`src/rtl/bram_instr_fetch_pkg.sv`:
```
// Package: cicero_fetch_pkg
// Shared types and elaboration-time helpers for the instruction fetch stage.
//   fetch_state_t : fetch FSM state encoding (IDLE, ISSUE, WAIT, RESP)
//   log2_f        : ceil(log2) for constant parameter derivation
//   slots_f       : instructions per BRAM line
//   pc_width_f    : instruction-index width = line address bits + slot bits
package cicero_fetch_pkg;

  typedef enum logic [1:0] {
    IDLE  = 2'd0,
    ISSUE = 2'd1,
    WAIT  = 2'd2,
    RESP  = 2'd3
  } fetch_state_t;

  function automatic int log2_f(input int value);
    int result;
    result = 0;
    for (int i = 0; i < 31; i++) begin
      if ((32'sd1 <<< i) < value) result = i + 1;
    end
    return result;
  endfunction

  function automatic int slots_f(input int line_width, input int instr_width);
    return line_width / instr_width;
  endfunction

  function automatic int pc_width_f(input int line_addr_width, input int line_width,
                                    input int instr_width);
    return line_addr_width + log2_f(slots_f(line_width, instr_width));
  endfunction

endpackage

```
`src/rtl/bram_instr_fetch_if.sv`:
```
// Interface: bram_instr_fetch_if
// Core-side request/response channel of the fetch stage (valid/ready both ways).
//   req_valid/req_ready/req_pc        : fetch request, core -> fetch unit
//   rsp_valid/rsp_ready/rsp_instr/pc  : fetched instruction, fetch unit -> core
// Modports: master = engine core, slave = fetch unit.
interface bram_instr_fetch_if
  import cicero_fetch_pkg::*;
#(
  parameter int PC_WIDTH    = pc_width_f(9, 64, 16),
  parameter int INSTR_WIDTH = 16
);

  logic                   req_valid;
  logic                   req_ready;
  logic [PC_WIDTH-1:0]    req_pc;
  logic                   rsp_valid;
  logic                   rsp_ready;
  logic [INSTR_WIDTH-1:0] rsp_instr;
  logic [PC_WIDTH-1:0]    rsp_pc;

  modport master (
    output req_valid, req_pc, rsp_ready,
    input  req_ready, rsp_valid, rsp_instr, rsp_pc
  );

  modport slave (
    input  req_valid, req_pc, rsp_ready,
    output req_ready, rsp_valid, rsp_instr, rsp_pc
  );

endinterface

```
`src/rtl/bram_instr_fetch_line_slot_mux.sv`:
```
// Module: line_slot_mux
// Combinational instruction select from one BRAM line. Slot 0 is the LSB word.
//   line_data : LINE_WIDTH-bit line
//   slot      : instruction slot within the line
//   instr     : selected INSTR_WIDTH-bit instruction
module line_slot_mux
  import cicero_fetch_pkg::*;
#(
  parameter  int LINE_WIDTH  = 64,
  parameter  int INSTR_WIDTH = 16,
  localparam int SLOTS       = slots_f(LINE_WIDTH, INSTR_WIDTH),
  localparam int SLOT_BITS   = log2_f(SLOTS)
) (
  input  logic [LINE_WIDTH-1:0]  line_data,
  input  logic [SLOT_BITS-1:0]   slot,
  output logic [INSTR_WIDTH-1:0] instr
);

  logic [INSTR_WIDTH-1:0] words [SLOTS];

  for (genvar g = 0; g < SLOTS; g++) begin : g_split
    assign words[g] = line_data[g*INSTR_WIDTH +: INSTR_WIDTH];
  end

  assign instr = words[slot];

endmodule

```
`src/rtl/bram_instr_fetch.sv`:
```
// Module: bram_instr_fetch
// Instruction fetch stage behind the asymmetric code BRAM. Reads whole lines,
// keeps the last line in a one-entry buffer and returns the addressed
// instruction to the core. Hits answer 1 cycle after accept, misses 3 cycles.
//   clk, rst      : clock; asynchronous active-low reset
//   core          : request/response channel (slave side)
//   invalidate    : drop the buffered line (program reload)
//   mem_r_valid   : BRAM read enable (high only in ISSUE)
//   mem_r_addr    : BRAM line address
//   mem_r_data    : BRAM read data, valid one cycle after the read
module bram_instr_fetch
  import cicero_fetch_pkg::*;
#(
  parameter  int LINE_WIDTH      = 64,
  parameter  int LINE_ADDR_WIDTH = 9,
  parameter  int INSTR_WIDTH     = 16,
  localparam int SLOTS           = slots_f(LINE_WIDTH, INSTR_WIDTH),
  localparam int SLOT_BITS       = log2_f(SLOTS),
  localparam int PC_WIDTH        = LINE_ADDR_WIDTH + SLOT_BITS
) (
  input  logic                       clk,
  input  logic                       rst,
  bram_instr_fetch_if.slave          core,
  input  logic                       invalidate,
  output logic                       mem_r_valid,
  output logic [LINE_ADDR_WIDTH-1:0] mem_r_addr,
  input  logic [LINE_WIDTH-1:0]      mem_r_data
);

  fetch_state_t               state_q, state_d;
  logic [PC_WIDTH-1:0]        pc_q, pc_d;
  logic [LINE_WIDTH-1:0]      line_q, line_d;
  logic [LINE_ADDR_WIDTH-1:0] tag_q, tag_d;
  logic                       line_valid_q, line_valid_d;
  logic                       inv_pending_q, inv_pending_d;
  logic [INSTR_WIDTH-1:0]     rsp_instr_q, rsp_instr_d;

  logic [LINE_ADDR_WIDTH-1:0] req_line;
  logic [SLOT_BITS-1:0]       req_slot;
  logic                       hit;
  logic                       req_ready;
  logic                       accept;
  logic [LINE_WIDTH-1:0]      mux_line;
  logic [SLOT_BITS-1:0]       mux_slot;
  logic [INSTR_WIDTH-1:0]     mux_instr;

  assign req_line = core.req_pc[PC_WIDTH-1:SLOT_BITS];
  assign req_slot = core.req_pc[SLOT_BITS-1:0];
  assign hit      = line_valid_q && (tag_q == req_line);

  // Gating IDLE's ready with rst keeps req_ready low while reset is held.
  assign req_ready = ((state_q == IDLE) && rst) || ((state_q == RESP) && core.rsp_ready);
  assign accept    = core.req_valid && req_ready;

  // WAIT selects from the arriving BRAM line at the latched slot; otherwise
  // the buffered line is indexed by the incoming request for a hit.
  assign mux_line = (state_q == WAIT) ? mem_r_data : line_q;
  assign mux_slot = (state_q == WAIT) ? pc_q[SLOT_BITS-1:0] : req_slot;

  line_slot_mux #(
    .LINE_WIDTH  (LINE_WIDTH),
    .INSTR_WIDTH (INSTR_WIDTH)
  ) u_line_slot_mux (
    .line_data (mux_line),
    .slot      (mux_slot),
    .instr     (mux_instr)
  );

  always_comb begin
    // NOTE: every variable gets a default first so no path can infer a latch.
    state_d       = state_q;
    pc_d          = pc_q;
    line_d        = line_q;
    tag_d         = tag_q;
    line_valid_d  = line_valid_q;
    inv_pending_d = inv_pending_q;
    rsp_instr_d   = rsp_instr_q;

    unique case (state_q)
      IDLE, RESP: begin
        // In RESP an accept is only possible while rsp_ready is high, so a
        // new request and the response handshake share the same edge.
        if (accept) begin
          pc_d = core.req_pc;
          if (hit) begin
            rsp_instr_d = mux_instr;
            state_d     = RESP;
          end else begin
            state_d     = ISSUE;
          end
        end else if ((state_q == RESP) && core.rsp_ready) begin
          state_d = IDLE;
        end
      end
      ISSUE: begin
        // An invalidate seen now must survive the WAIT fill below.
        inv_pending_d = invalidate;
        state_d       = WAIT;
      end
      WAIT: begin
        line_d        = mem_r_data;
        tag_d         = pc_q[PC_WIDTH-1:SLOT_BITS];
        line_valid_d  = !inv_pending_q;
        rsp_instr_d   = mux_instr;
        inv_pending_d = 1'b0;
        state_d       = RESP;
      end
      default: state_d = IDLE;
    endcase

    // Applied last: the hit above already used the pre-invalidate line_valid.
    if (invalidate) line_valid_d = 1'b0;
  end

  always_ff @(posedge clk or negedge rst) begin
    if (!rst) begin
      state_q       <= IDLE;
      pc_q          <= '0;
      tag_q         <= '0;
      line_valid_q  <= 1'b0;
      inv_pending_q <= 1'b0;
      rsp_instr_q   <= '0;
    end else begin
      // NOTE: non-blocking assignments so every flop samples pre-edge values.
      state_q       <= state_d;
      pc_q          <= pc_d;
      tag_q         <= tag_d;
      line_valid_q  <= line_valid_d;
      inv_pending_q <= inv_pending_d;
      rsp_instr_q   <= rsp_instr_d;
    end
  end

  // NOTE: the line buffer is data storage guarded by line_valid_q, so it
  // carries no reset.
  always_ff @(posedge clk) begin
    line_q <= line_d;
  end

  assign core.req_ready = req_ready;
  assign core.rsp_valid = (state_q == RESP);
  assign core.rsp_instr = rsp_instr_q;
  assign core.rsp_pc    = pc_q;
  assign mem_r_valid    = (state_q == ISSUE);
  assign mem_r_addr     = pc_q[PC_WIDTH-1:SLOT_BITS];

endmodule

```
`src/flat_wrapper.sv`:
```
// flat-port wrapper written by rule: the top's interface ports become plain ports
module bram_instr_fetch_flat import cicero_fetch_pkg::*;
#(
  parameter  int LINE_WIDTH      = 64,
  parameter  int LINE_ADDR_WIDTH = 9,
  parameter  int INSTR_WIDTH     = 16,
  localparam int SLOTS           = slots_f(LINE_WIDTH, INSTR_WIDTH),
  localparam int SLOT_BITS       = log2_f(SLOTS),
  localparam int PC_WIDTH        = LINE_ADDR_WIDTH + SLOT_BITS
)
  (clk, rst, invalidate, mem_r_valid, mem_r_addr, mem_r_data, core_req_valid, core_req_pc, core_rsp_ready, core_req_ready, core_rsp_valid, core_rsp_instr, core_rsp_pc);
  bram_instr_fetch_if #(.PC_WIDTH((11)), .INSTR_WIDTH(INSTR_WIDTH)) core_i ();
  input  logic clk;
  input  logic rst;
  input  logic invalidate;
  output logic mem_r_valid;
  output logic [LINE_ADDR_WIDTH-1:0] mem_r_addr;
  input  logic [LINE_WIDTH-1:0] mem_r_data;
  input wire logic [$bits(core_i.req_valid)-1:0] core_req_valid;
  input wire logic [$bits(core_i.req_pc)-1:0] core_req_pc;
  input wire logic [$bits(core_i.rsp_ready)-1:0] core_rsp_ready;
  output wire logic [$bits(core_i.req_ready)-1:0] core_req_ready;
  output wire logic [$bits(core_i.rsp_valid)-1:0] core_rsp_valid;
  output wire logic [$bits(core_i.rsp_instr)-1:0] core_rsp_instr;
  output wire logic [$bits(core_i.rsp_pc)-1:0] core_rsp_pc;
  assign core_i.req_valid = core_req_valid;
  assign core_i.req_pc = core_req_pc;
  assign core_i.rsp_ready = core_rsp_ready;
  assign core_req_ready = core_i.req_ready;
  assign core_rsp_valid = core_i.rsp_valid;
  assign core_rsp_instr = core_i.rsp_instr;
  assign core_rsp_pc = core_i.rsp_pc;
  bram_instr_fetch #(.LINE_WIDTH(LINE_WIDTH), .LINE_ADDR_WIDTH(LINE_ADDR_WIDTH), .INSTR_WIDTH(INSTR_WIDTH)) u_core (.clk(clk), .rst(rst), .core(core_i), .invalidate(invalidate), .mem_r_valid(mem_r_valid), .mem_r_addr(mem_r_addr), .mem_r_data(mem_r_data));
endmodule
```
`config.mk`:
```
export PLATFORM = sky130hd
export DESIGN_NAME = bram_instr_fetch_flat
export DESIGN_NICKNAME = d
export VERILOG_FILES = /design/src/rtl/bram_instr_fetch_pkg.sv /design/src/rtl/bram_instr_fetch_if.sv /design/src/rtl/bram_instr_fetch_line_slot_mux.sv /design/src/rtl/bram_instr_fetch.sv /design/src/flat_wrapper.sv
export SDC_FILE = /design/constraint.sdc
export NUM_CORES = 1
export LEC_CHECK = 0
export BUFFER_PORTS_ARGS = -buffer_cell sky130_fd_sc_hd__buf_2
export CAP_MARGIN = 40
export CORE_ASPECT_RATIO = 0.6
export CORE_MARGIN = 1.5
export CORE_UTILIZATION = 47
export CTS_CLUSTER_SIZE = 25
export DETAILED_ROUTE_END_ITERATION = 8
export GPL_TIMING_DRIVEN = 0
export PLACE_DENSITY_LB_ADDON = 0.08
export SLEW_MARGIN = 20
export SYNTH_ARGS = -nofsm -noshare
export SYNTH_HDL_FRONTEND = slang
export SYNTH_SLANG_ARGS = --single-unit
```
`constraint.sdc`:
```
create_clock -name clk -period 2.13 [get_ports clk]
set_clock_uncertainty 0.1 [all_clocks]
set_input_delay 0.426 -clock clk [delete_from_list [all_inputs] [get_ports clk]]
set_output_delay 0.426 -clock clk [all_outputs]
set_load 0.02 [all_outputs]
```
; ---- After elaboration in Yosys (flattened, before gate mapping)
; Index checks and enable logic that the tools add are counted.
[totals]
reg_bits = 104
latchBits = 0
ram_bits = 0
romBits = 0
input_bits = 80
out_inout_bits = 39
wordCells = 44
n_memories = 0
[classes]
add_sub_neg = 0
multipliers = 0
div = 0
n_lt_le_gt_ge = 1
n_eq_ne = 7
n_shift = 0
mux = 15
n_bitwise = 1
reduce_logical = 13
[op_table]
columns = cell, n
row1 = 16-bit two-way mux, 4
row2 = 64-bit two-way mux, 1
row3 = 16-bit binary-select mux with 2-bit select, 1
row4 = 16-bit case mux with 2 select lines, 1
row5 = 9-bit equality test, 1
row6 = 2-bit two-way mux, 4
row7 = 2-bit case mux with 3 select lines, 1
row8 = 2-bit nonzero test, 3
row9 = 2-bit equality test (second input constant), 2
row10 = 1-bit logical AND, 4
row11 = 2-bit by 1-bit != test with 1-bit output (second input constant), 2
row12 = 3-bit >= comparator (second input constant), 1
row13 = 3-bit by 1-bit != test with 1-bit output (second input constant), 1
row14 = 2-bit NOT with 3-bit output, 1
row15 = 3-bit AND reduction, 1
row16 = 2-bit by 1-bit equality test with 1-bit output (second input constant), 1
row17 = 2-bit logical NOT, 1
row18 = 1-bit two-way mux, 2
row19 = 1-bit case mux with 2 select lines, 1
row20 = 2-bit AND reduction, 1
row21 = 2-bit OR reduction, 1
row22 = 1-bit logical NOT, 1
row23 = 1-bit logical OR, 1

; ---- Logic depth before layout (Yosys ltp)
[logic_depth]
ltp_word = 9
depth_mapped = 9
ltp_nobuf = 6

; ---- By module
; A second synthesis with hierarchy kept.
[hier_totals]
cells_unflattened = 360
hier_area_um2 = 4677.0
[modules_own_cells]
columns = mod, n_inst, cells_per_inst, area_each_um2, seq_area_each_um2
row1 = bram_instr_fetch, 1, 340, 4252.8, 2282.2
row2 = line_slot_mux, 1, 20, 424.2, 0.0

; ---- Worst setup path after synthesis
; OpenSTA, ideal clock, no wires.
[synth_timing]
path_kind = register to register
startpoint = register u_core.state_q[1]
endpoint = register u_core.rsp_instr_q[10] (netlist: u_core.core.rsp_instr[10])
setup_ps = 125
arrival_ps = 2122
required_ps = 1905
slack_ps = -217
stages_incl_launch_ff = 7
n_path_buf = 1
period_less_slack_ps = 2347
path_cell_list = dfrtp_1 -> ha_1 -> a22o_4 -> nand4_2 -> o41ai_4 -> buf_6 -> mux2_2
[synth_between]
elab_cells_between_ends = 21
cone_classes = eq/ne: 4 / mux: 8 / bitwise: 1 / reduce/logical: 8
[synth_rtl]
columns = item, line_no
row1 = "start, declared", bram_instr_fetch.sv:30  ; fetch_state_t state_q, state_d;
row2 = "start signal, assigned", bram_instr_fetch.sv:125  ; state_q <= state_d;
row3 = 2-bit equality test, -
row4 = named net core_rsp_valid, flat_wrapper.sv:23  ; output wire logic [$bits(core_i.rsp_valid)-1:0] core_rsp_valid;
row5 = 1-bit logical AND, bram_instr_fetch.sv:52  ; assign req_ready = ((state_q == IDLE) && rst) || ((state_q == RESP) && core.rsp_ready);
row6 = 1-bit logical OR, bram_instr_fetch.sv:52
row7 = named net core_req_ready, flat_wrapper.sv:22  ; output wire logic [$bits(core_i.req_ready)-1:0] core_req_ready;
row8 = 1-bit logical AND, bram_instr_fetch.sv:53  ; assign accept = core.req_valid && req_ready;
row9 = 2-bit by 1-bit != test with 1-bit output (no source line), -
row10 = 3-bit AND reduction (no source line), -
row11 = "end signal, assigned", bram_instr_fetch.sv:130  ; rsp_instr_q <= rsp_instr_d;
row12 = "end, declared", bram_instr_fetch.sv:36  ; logic [INSTR_WIDTH-1:0] rsp_instr_q, rsp_instr_d;
; The timed path passes the listed nets, and every way through them passes these cells. The select of a mux whose other input is x is not followed.
; A chain may end at the register's enable or synchronous reset.

; ---- Final worst setup path
[layout_timing]
startpoint = register u_core.state_q[0]
endpoint = register u_core.rsp_instr_q[0] (netlist: u_core.core.rsp_instr[0])
[layout_between]
elab_chain_len = 9
elab_cells_between_ends = 21
cone_classes = eq/ne: 4 / mux: 8 / bitwise: 1 / reduce/logical: 8
[layout_rtl]
columns = item, line_no
row1 = 2-bit equality test, "bram_instr_fetch.sv:57, bram_instr_fetch.sv:58, bram_instr_fetch.sv:79"
row2 = 2-bit two-way mux, bram_instr_fetch.sv:58  ; assign mux_slot = (state_q == WAIT) ? pc_q[SLOT_BITS-1:0] : req_slot;
row3 = 2-bit NOT with 3-bit output (implied by the code), bram_instr_fetch_line_slot_mux.sv:25  ; assign instr = words[slot];
row4 = 16-bit binary-select mux with 2-bit select, bram_instr_fetch_line_slot_mux.sv:25
row5 = 16-bit two-way mux (implied by the code) (2 in series), bram_instr_fetch_line_slot_mux.sv:25
row6 = 16-bit two-way mux, bram_instr_fetch.sv:85  ; if (hit) begin
row7 = 16-bit two-way mux, bram_instr_fetch.sv:83  ; if (accept) begin
row8 = 16-bit case mux with 2 select lines, bram_instr_fetch.sv:79  ; unique case (state_q)
; Parallel ways exist; a longest one is shown, timed or not. The select of a mux whose other input is x is not followed.

==> metrics <==
status=finished, violations left; violated checks=setup timing; leak pwr=2.752 nW; placed cell area=5149 um^2; Max-cap violations=0; Die X=~130 um; Top FF cell, synth=dfxtp_1; ANT nets after route=0; via count=2897; Mapped Cells=313; H-tree levels=3; vias per inst=4.978; Period minus WS final=2.177 ns; average cell area after synthesis=~14 um^2; core footprint=9121 um^2; Die H=~80 um; Relative slew margins=62.07%; critical path class=flip-flop to flip-flop; worst setup margin=-0.04749 ns; Antenna diodes=0; arrival time at the worst endpoint=2.31 ns; nets@finish=545; Ys Warns=0; largest net degree at the start of global routing=30; CP max-delay cell=dfrtp_1; Clock Tree Root=clkbuf_16; Synth top area share=just under 30%; Final Cycle Share=102.2%; DRC violation total after the first TritonRoute iteration=106; synthesis-to-finish area growth=33.92%; worst skew pair latency=0.34 ns; final HPWL from detailed placement=approximately 7300 um; Synth Register Bits=104; first-pass GRT wire length=15650 um; Min-Delay Path Class=input pin to flip-flop; clock slew at reported path FFs=approximately 0.07 ns; DRC=0; Post-Route WL=about 10000 um; worst path required time=roughly 2.3 ns; Distinct cells, synth=25; delay of the slowest critical-path stage=0.40 ns; die area=9913 um^2; post-synthesis net count=397; Max Freq=between 400 and 500 MHz; Post-synth EDFFs=0; Worst Setup End Kind=flip-flop; synthesized cell area=4374 um^2; Port Buffers=approximately 120; RSZ-0062 raised after global routing=yes; initial core utilization=47.96%; multi-input logic area=2038 um^2; initial antenna violation count=0; count leader, synth=mux2_2; vias in the first global route=a little under 3000; fin. max-slew vios=0; sequential area share after synthesis=52.17%; drt first pass iters=4; Worst-Margin Slew=0.5671 ns; PD cells=1930 nW/um^2; worst IR drop on VDD=0.0008873 V; io pins=between 100 and 150; final setup violating endpoints=16; Critical Path Source Type=flip-flop; wire per inst=between 15 and 20 um; Hold Vio Cnt, Final=0; # rows=27; GPL Wtd Cong=about 0.8; CTS max path bufs=2; final instance area=5858 um^2; Fillers=693; crit-path cells=inv_2 > buf_4 > ha_4 > a22o_4 > nand4_4 > o41ai_4 > buf_4 > buf_8 > mux2_2; Most common cell on crit path=buf_4; largest cells by area after synthesis=dfxtp_1 (29%), mux2_2 (26%), dfrtp_1 (23%); layout cells sized above 1=62.45%; total CTS buffers=9; setup TNS=-0.6747 ns; Synth top cells by count=mux2_2 (100), dfxtp_1 (64), mux2i_1 (51), dfrtp_1 (40), buf_2 (11); Reg area=2283 um^2; GRT Util Overall=a little over a fifth; Async S/R FF share, synth=about two fifths; total grt overflow=0; TritonCTS Sinks=~100; CTS tree=built; Max FO, Critical Path=6; largest area contributor in the netlist=dfxtp_1
per-layer routing:
layer	vias up	track usage, %	routed length (um)
li1	1415	-	-
met1	1394	31.64	4995
met2	78	29.68	4208
met3	10	6.621	684
met4	0	5.909	107
met5	-	0	0
area by class of cell:
cell class,count,area share (%)
Multi-Input combinational cell,181,34.79
Sequential cell,104,38.98
Tap cell,116,2.478
Inverter,4,0.2563
Clock buffer,11,4.507
Clock inverter,5,1.004
Timing Repair Buffer,139,14.08
Buffer,22,3.909
worst paths after layout:
kind,startpoint,end,slack [ns],depth (start not counted)
worst min-delay path,invalidate,u_core.line_valid_q,0.15,2
worst max-delay path,u_core.state_q[0],u_core.core.rsp_instr[0],-0.05,9
min in group asynchronous,rst,u_core.tag_q[2],0.53,2
max in group asynchronous,rst,u_core.state_q[1],1.00,2
worst min register to register,u_core.line_q[35],u_core.line_q[35],0.37,1
worst max register to register,u_core.state_q[0],u_core.core.rsp_instr[0],-0.05,9
cell families after synthesis:
kind of cell,after synthesis,share of synthesized area [%]
AOI/OAI and AO/OA,8,2.060
xor gates and xnor gates,9,1.802
adders and majority gates,4,1.144
buffers and inverters,28,3.918
DFF,104,52.17
muxes,152,37.73
and+or+nand+nor,8,1.173
where the power goes:
part           internal (mW)  switching (mW)  leakage (nW)
Sequential              3.03           0.417          1.02
Combinational           3.32            2.79          1.58
Clock                   1.02           0.724         0.158
timing repair:
action / 4_1_cts / 5_1_grt
setup buffers: 15 / 0
endpoints found under the hold margin: 11 / 0
gates resized for setup: 51 / 1
hold buffers: 2 / 0
endpoints found under the setup margin: 32 / 16
pin swaps: 2 / 0
gates cloned: 2 / 0
worst max-delay path: cells and delay by family (launching register included):
family	cells	cell delay, ns
buffers and inverters	4	0.55
AO/OA/AOI/OAI	2	0.44
multiplexers	1	0.33
flip-flops	1	0.40
adder cells (fa/ha/maj)	1	0.13
AND/OR/NAND/NOR	1	0.11
registers in the layout, summed over array words and instances, names as in the netlist:
name	count
u_core.line_q	64
u_core.core.rsp_instr	16
u_core.core.rsp_pc	11
u_core.tag_q	9
u_core.state_q	2
u_core.inv_pending_q	1
u_core.line_valid_q	1
per-stage QoR:
step | hold slack, ns | instances | power [mW] | util [%] | setup WS (ns)
final | 0.1524 | 582 | 11.30 | 64.23 | -0.04749
after global routing | 0.1427 | 582 | 12.00 | 64.23 | -0.1315
after CTS | 0.1404 | 583 | 11.38 | 64.31 | -0.06800
after detailed placement | 0.2466 | 549 | 8.684 | 56.45 | -0.5976
after global placement | 0.3520 | 547 | 8.501 | 56.10 | -0.9428
after floorplan | 0.03041 | 313 | 7.324 | - | -0.01598
cell usage in the layout (no fill, tap or decap), types with 2 or more instances in the layout:
cell	instances
buf_6	10
buf_4	21
inv_4	2
buf_8	4
mux2i_1	46
inv_1	3
nand4_1	2
mux2i_4	6
mux2_2	100
dfxtp_1	64
a21oi_1	2
dlygate4sd3_1	2
clkbuf_16	10
nor2_1	2
ha_4	3
buf_12	4
dfrtp_1	39
buf_2	119
xnor2_1	9
(Power assumes the default switching activity.)
